<file path="config.mk">
export PLATFORM = sky130hd
export DESIGN_NAME = fetch_unit
export DESIGN_NICKNAME = d
export VERILOG_FILES = /design/src/rtl/mips_fetch_pkg.sv /design/src/rtl/next_pc_sel.sv /design/src/rtl/fetch_unit.sv
export SDC_FILE = /design/constraint.sdc
export NUM_CORES = 1
export LEC_CHECK = 0
export BUFFER_PORTS_ARGS = -buffer_cell sky130_fd_sc_hd__buf_2
export CAP_MARGIN = 10
export CORE_MARGIN = 1.5
export CORE_UTILIZATION = 54
export DETAILED_ROUTE_END_ITERATION = 8
export PLACE_DENSITY = 0.87
export REMOVE_ABC_BUFFERS = 1
export SLEW_MARGIN = 20
export SYNTH_ARGS = -nofsm -noshare
export SYNTH_HDL_FRONTEND = slang
export SYNTH_SLANG_ARGS = --single-unit
</file>
<file path="constraint.sdc">
create_clock -name clk -period 6.4 [get_ports clk]
set_input_delay 0.96 -clock clk [delete_from_list [all_inputs] [get_ports clk]]
set_output_delay 0.96 -clock clk [all_outputs]
set_load 0.01 [all_outputs]
</file>
<file path="src/rtl/mips_fetch_pkg.sv">
// mips_fetch_pkg
// Shared definitions for the MIPS instruction-fetch stage:
//   - fetch_state_e : fetch FSM states (BOOT, FETCH, HOLD)
//   - JMP_*         : one-hot jump codes driven by the controller
//   - NOP           : instruction word substituted when a fetch times out
package mips_fetch_pkg;

    typedef enum logic [1:0] {
        BOOT  = 2'd0,
        FETCH = 2'd1,
        HOLD  = 2'd2
    } fetch_state_e;

    localparam logic [3:0] JMP_J    = 4'b0001;
    localparam logic [3:0] JMP_JAL  = 4'b0010;
    localparam logic [3:0] JMP_JR   = 4'b0100;
    localparam logic [3:0] JMP_JALR = 4'b1000;

    localparam logic [31:0] NOP = 32'h0000_0000;

endpackage

</file>
<file path="src/rtl/next_pc_sel.sv">
// next_pc_sel
// Purely combinational next-PC selection for the fetch stage.
// Ports:
//   pc_plus4    in  32  address of the sequentially next instruction
//   instr_index in  26  jump target field of the current instruction
//   jump        in  4   one-hot jump code (J, JAL, JR, JALR)
//   pcsrc       in  1   branch taken
//   imm         in  32  sign-extended branch word offset
//   jr_target   in  32  register value for JR/JALR
//   next_pc     out 32  selected next PC
module next_pc_sel
    import mips_fetch_pkg::*;
(
    input  logic [31:0] pc_plus4,
    input  logic [25:0] instr_index,
    input  logic [3:0]  jump,
    input  logic        pcsrc,
    input  logic [31:0] imm,
    input  logic [31:0] jr_target,
    output logic [31:0] next_pc
);

    logic [31:0] jump_target;
    logic [31:0] reg_target;
    logic [31:0] branch_target;
    logic        is_direct_jump;
    logic        is_reg_jump;

    assign jump_target   = {pc_plus4[31:28], instr_index, 2'b00};
    assign reg_target    = jr_target & 32'hFFFF_FFFC;
    assign branch_target = pc_plus4 + (imm << 2);

    // If several jump bits are set the lowest one wins, so any J/JAL bit
    // beats any JR/JALR bit. Jumps of either kind override a taken branch.
    assign is_direct_jump = |(jump & (JMP_J | JMP_JAL));
    assign is_reg_jump    = |(jump & (JMP_JR | JMP_JALR));

    always_comb begin
        next_pc = pc_plus4;
        if (is_direct_jump) begin
            next_pc = jump_target;
        end else if (is_reg_jump) begin
            next_pc = reg_target;
        end else if (pcsrc) begin
            next_pc = branch_target;
        end
    end

endmodule

</file>
<file path="src/rtl/fetch_unit.sv">
// fetch_unit
// Instruction-fetch stage feeding the MIPS controller/datapath. Holds the PC,
// fetches one word at a time over a req/ack handshake, presents it until the
// datapath retires it, then moves to the next PC chosen by the controller.
// A fetch that waits TIMEOUT cycles without ack is replaced by a NOP and
// flags fetch_err (sticky until reset).
// Ports:
//   clk, reset                      clock (rising edge), async active-low reset
//   imem_req/imem_addr              fetch request and address (= pc)
//   imem_ack/imem_rdata             memory response
//   instr/instr_valid               registered instruction awaiting retirement
//   pc/pc_plus4                     current instruction address and pc + 4
//   advance                         datapath retires the current instruction
//   pcsrc/jump/imm/jr_target        controller next-PC controls
//   fetch_err                       sticky fetch-timeout flag
module fetch_unit
    import mips_fetch_pkg::*;
#(
    parameter logic [31:0] RESET_PC = 32'h0000_0000,
    parameter int unsigned TIMEOUT  = 15
) (
    input  logic        clk,
    input  logic        reset,
    output logic        imem_req,
    output logic [31:0] imem_addr,
    input  logic        imem_ack,
    input  logic [31:0] imem_rdata,
    output logic [31:0] instr,
    output logic        instr_valid,
    output logic [31:0] pc,
    output logic [31:0] pc_plus4,
    input  logic        advance,
    input  logic        pcsrc,
    input  logic [3:0]  jump,
    input  logic [31:0] imm,
    input  logic [31:0] jr_target,
    output logic        fetch_err
);

    // The counter holds the number of ack-less FETCH cycles already elapsed,
    // so expiry happens on the edge that ends the TIMEOUT-th such cycle.
    localparam logic [7:0] WAIT_LIMIT = 8'(TIMEOUT - 1);

    fetch_state_e state_q, state_d;
    logic [31:0]  pc_q, pc_d;
    logic [31:0]  instr_q, instr_d;
    logic         valid_q, valid_d;
    logic         err_q, err_d;
    logic         req_q, req_d;
    logic [7:0]   wait_q, wait_d;
    logic [31:0]  next_pc;

    assign pc_plus4    = pc_q + 32'd4;
    assign pc          = pc_q;
    assign imem_addr   = pc_q;
    assign imem_req    = req_q;
    assign instr       = instr_q;
    assign instr_valid = valid_q;
    assign fetch_err   = err_q;

    next_pc_sel u_next_pc_sel (
        .pc_plus4    (pc_plus4),
        .instr_index (instr_q[25:0]),
        .jump        (jump),
        .pcsrc       (pcsrc),
        .imm         (imm),
        .jr_target   (jr_target),
        .next_pc     (next_pc)
    );

    always_comb begin
        state_d = state_q;
        pc_d    = pc_q;
        instr_d = instr_q;
        valid_d = valid_q;
        err_d   = err_q;
        wait_d  = wait_q;
        case (state_q)
            BOOT: begin
                state_d = FETCH;
                wait_d  = 8'd0;
            end
            FETCH: begin
                // An ack arriving on the expiry cycle still delivers real data.
                if (imem_ack) begin
                    instr_d = imem_rdata;
                    valid_d = 1'b1;
                    state_d = HOLD;
                end else if (wait_q == WAIT_LIMIT) begin
                    instr_d = NOP;
                    valid_d = 1'b1;
                    err_d   = 1'b1;
                    state_d = HOLD;
                end else begin
                    wait_d = wait_q + 8'd1;
                end
            end
            HOLD: begin
                if (advance) begin
                    pc_d    = next_pc;
                    valid_d = 1'b0;
                    wait_d  = 8'd0;
                    state_d = FETCH;
                end
            end
            default: begin
                state_d = BOOT;
            end
        endcase
        // Registered request follows the state being entered, so it rises on
        // the same edge that enters FETCH and falls on the edge that leaves it.
        req_d = (state_d == FETCH);
    end

    always_ff @(posedge clk or negedge reset) begin
        if (!reset) begin
            state_q <= BOOT;
            pc_q    <= RESET_PC;
            instr_q <= NOP;
            valid_q <= 1'b0;
            err_q   <= 1'b0;
            req_q   <= 1'b0;
            wait_q  <= 8'd0;
        end else begin
            state_q <= state_d;
            pc_q    <= pc_d;
            instr_q <= instr_d;
            valid_q <= valid_d;
            err_q   <= err_d;
            req_q   <= req_d;
            wait_q  <= wait_d;
        end
    end

endmodule

</file>
==> results.md <==
* Cell taking the most area after synthesis: dfrtp_1
* Initial antenna violation count at 2
* Slowest stage cell, crit path: nor3_1
* Residual DRC at 0
* Area contributors post-synth: dfrtp_1, ha_1, a21oi_1, a22o_1, xnor2_1
* Internal power at 0.00188 W
* Post-synth EDFFs at 0
* Crit-path max FO at 9
* Critical Path RT at 6.64 ns
* Top-Level Pins at between 200 and 250
* Tightest Hold Check Type: reg -> reg
* Via density at 6.14
* FF+latch count, synth at 75
* Buf/Inv on CP at 0
* Final setup margin at 2.13 ns
* Most common flop cell mapped by yosys: dfrtp_1
* CP peak stage delay at 0.46 ns
* Final min period at 4.27 ns
* Global-route wire length before repair at about 29 mm
* Area of the multi-input gates at 3840 sq um
* Gate power share at 59.9%
* Clock Sink Count at 75
* Max_cap viols at 0
* Crit path launch type: register
* Tcrit/Tclk final at 66.7%
* Reg-to-Reg End: imem_addr[31]$_DFFE_PN0P_
* Clk_lat worst skew at 0.33 ns
* H-tree depth at 3
* Final Power at about 0.0036 W
* Hold_ws at 0.485 ns
* First-pass DRT Iterations at 5
* Die area at between 10000 and 15000 sq um
* Clk buf depth at 2
* Core box area at roughly 11000 sq um
* Clock-pin slew on the worst setup and hold paths at approximately 0.05 ns
* Skew final at 0.00772 ns
* Ratio of cells with drive above 1 in the final layout at a little under 30%
* Clock power share at 12.9%
* Critical Path Sink: imem_addr[31]$_DFFE_PN0P_
* CTS tree: built
* Detailed Place HPWL at about 14 mm
* Dpl ws at ~2.2 ns
* Switching power share of the total at 47.9%
* CP Cell Sequence: ha_1 > and4_1 > nand2_1 > nor3_1 > nand4_1 > xnor2_1 > ha_1 > a21oi_1 > o21bai_1 > a211oi_1 > o21ai_0 > a21o_1 > o21a_1 > nor3_1 > mux2i_1
* Vias in the first global route at about 5900
* Final nets at around 1000
* Status: finished clean
* CP endpoint kind: register
* ANT nets after route at 0
* Cts hold-fix bufs at 0
* Rows at 38
* Unrepaired setup endpoints after global routing: no
* Overall die height at 110 microns
* R2R Setup Slk at 2.13 ns
* # fillers at 979
* # setup viols final at 0
* Yosys cell types at 66
* Max-slew headroom at between 30% and 40%
* Synth async-reset ratio at 100%
* Iter 0 DRT Violations at 499
* CP top delay family: simple AND/OR/NAND/NOR gates
* CTS Root Cell: clkbuf_16
* Synthesized cell area at 6120 sq um
* Final hold vios at 0
* Kind of critical path: reg -> reg
* Worst Max-Slew Pin Slew at 0.945 ns
* Post-CTS Setup Bufs at 0
* Max Clock Freq at between 0.2 and 0.25 GHz
* Pwr Density at just under 500 nW/um^2
* Most frequent cells after synthesis: dfrtp_1, nand2_1, a21oi_1, nor2_1, o21ai_0
* Max Slew Vio Count at 0
* Sum Neg Setup Slack at 0 ns
* Pin count of the biggest net entering global routing at between 70 and 80
* CTS Buf Count at 9
* Leak at 3.60 nW
* VDD IR max at 287 uV
* Vias at 6414
* FF-to-FF path depth at 15
* DRT Wirelength at 19.0 mm
* Post-synthesis cell count at 723
* Wire per inst at around 18 microns
* Seq pwr share at 27.1%
* Gr usage total at 31.3%
* P_sw at 0.00173 W
* Total grt overflow at 0
* Critical path origin: imem_addr[2]$_DFFE_PN0P_
* WP data arrival at 4.51 ns
* Initial cell density of the core at 56.0%
* Post-synth top area share at 30.6%
* Final Wtd Congestion at around 0.95
* Area Overhead vs Synth at 20.3%
* Worst path depth at 15
* Ys Warns at 0
* Top-count cell post-synth: dfrtp_1
* Chip width at approximately 110 microns
* Sequential-to-total area share from yosys stat at 30.6%
* PortBufs at 225
* Register area at 1880 sq um
* # resized after CTS at 0
* Mapped Avg Cell Area at between 8 and 9 sq um
* Worst flop-to-flop path startpoint: imem_addr[2]$_DFFE_PN0P_
[metal layers]
| layer | part of all wire, % | GRT usage (%) | vias to the layer above |
|---|---|---|---|
| met2 | 46 | 49.6 | 334 |
| met1 | 41 | 41.3 | 3039 |
| li1 | - | - | 2991 |
| met5 | 0.053 | 0 | - |
| met4 | 3.0 | 14.2 | 2 |
| met3 | 9.2 | 6.28 | 48 |
[power by group through the flow]
stage / logic (W) / registers, W / clock network (W)
6_report: 0.00216 / 0.000980 / 0.000466
5_1_grt: 0.00237 / 0.00101 / 0.000492
4_1_cts: 0.00214 / 0.000966 / 0.000471
3_5_place_dp: 0.00213 / 0.000969 / 0
3_3_place_gp: 0.00208 / 0.000961 / 0
2_1_floorplan: 0.00126 / 0.00104 / 0
[stage by stage]
step,instances,util [%],instance area [sq um]
after global placement,1027,64.8,7090
after floorplan,658,-,5750
after detailed placement,1027,64.8,7090
after global routing,1044,67.4,7370
after CTS,1043,67.3,7360
final,1044,67.4,7370
[worst min path at each step]
stage	start	endpoint	slack, ns	depth (start not counted)
2_1_floorplan	fetch_err$_DFFE_PN0P_	fetch_err$_DFFE_PN0P_	0.51	1
3_3_place_gp	fetch_err$_DFFE_PN0P_	fetch_err$_DFFE_PN0P_	0.47	1
3_5_place_dp	fetch_err$_DFFE_PN0P_	fetch_err$_DFFE_PN0P_	0.47	1
4_1_cts	fetch_err$_DFFE_PN0P_	fetch_err$_DFFE_PN0P_	0.49	1
5_1_grt	fetch_err$_DFFE_PN0P_	fetch_err$_DFFE_PN0P_	0.50	1
6_report	fetch_err$_DFFE_PN0P_	fetch_err$_DFFE_PN0P_	0.49	1
[flip-flops by register name, summed over array words and instances (netlist names)]
name and flops:
instr 32, imem_req 1, fetch_err 1, wait_q 8, state_q 2, imem_addr 30, instr_valid 1
[placed cells by master, fill, tap and decap left out, drive strengths merged, types with 7 or more instances in the layout]
| master | synthesis | final |
|---|---|---|
| o211ai | 10 | 10 |
| and2 | 9 | 9 |
| a211oi | 16 | 16 |
| o21ai | 51 | 51 |
| a22o | 32 | 32 |
| inv | 11 | 11 |
| dfrtp | 75 | 75 |
| nand2 | 61 | 61 |
| nor2 | 57 | 57 |
| nand4 | 10 | 10 |
| buf | 37 | 229 |
| nand3 | 24 | 24 |
| o21a | 7 | 7 |
| and3 | 15 | 15 |
| a21o | 12 | 12 |
| nor3 | 14 | 14 |
| clkbuf | 33 | 14 |
| mux2i | 9 | 9 |
| xor2 | 18 | 18 |
| a31oi | 7 | 7 |
| a21oi | 58 | 58 |
| ha | 38 | 38 |
| or3 | 7 | 7 |
| and4 | 9 | 9 |
| xnor2 | 31 | 31 |
[cells by family (layout without fill, tap and decap cells)]
group                    Yosys count  in the layout  synth area share, %
other                              1              7               0.0612
adder cells (fa/ha/maj)           39             39                 8.09
AO/OA/AOI/OAI                    239            239                 26.1
buffers and inverters             81            256                 7.17
AND/OR/NAND/NOR                  229            229                 19.3
XOR/XNOR                          49             49                 7.01
multiplexers                      10             10                 1.65
flip-flops                        75             75                 30.6
[area by class of cell]
cell class	count	share of cell area [%]
Clock buffer	14	3.58
Sequential cell	75	25.5
Timing Repair Buffer	229	15.7
Multi-Input combinational cell	572	52.1
Clock inverter	2	0.136
Antenna cell	1	0.0340
Tap cell	140	2.38
Inverter	11	0.561
Power figures use the tool's default switching activity.
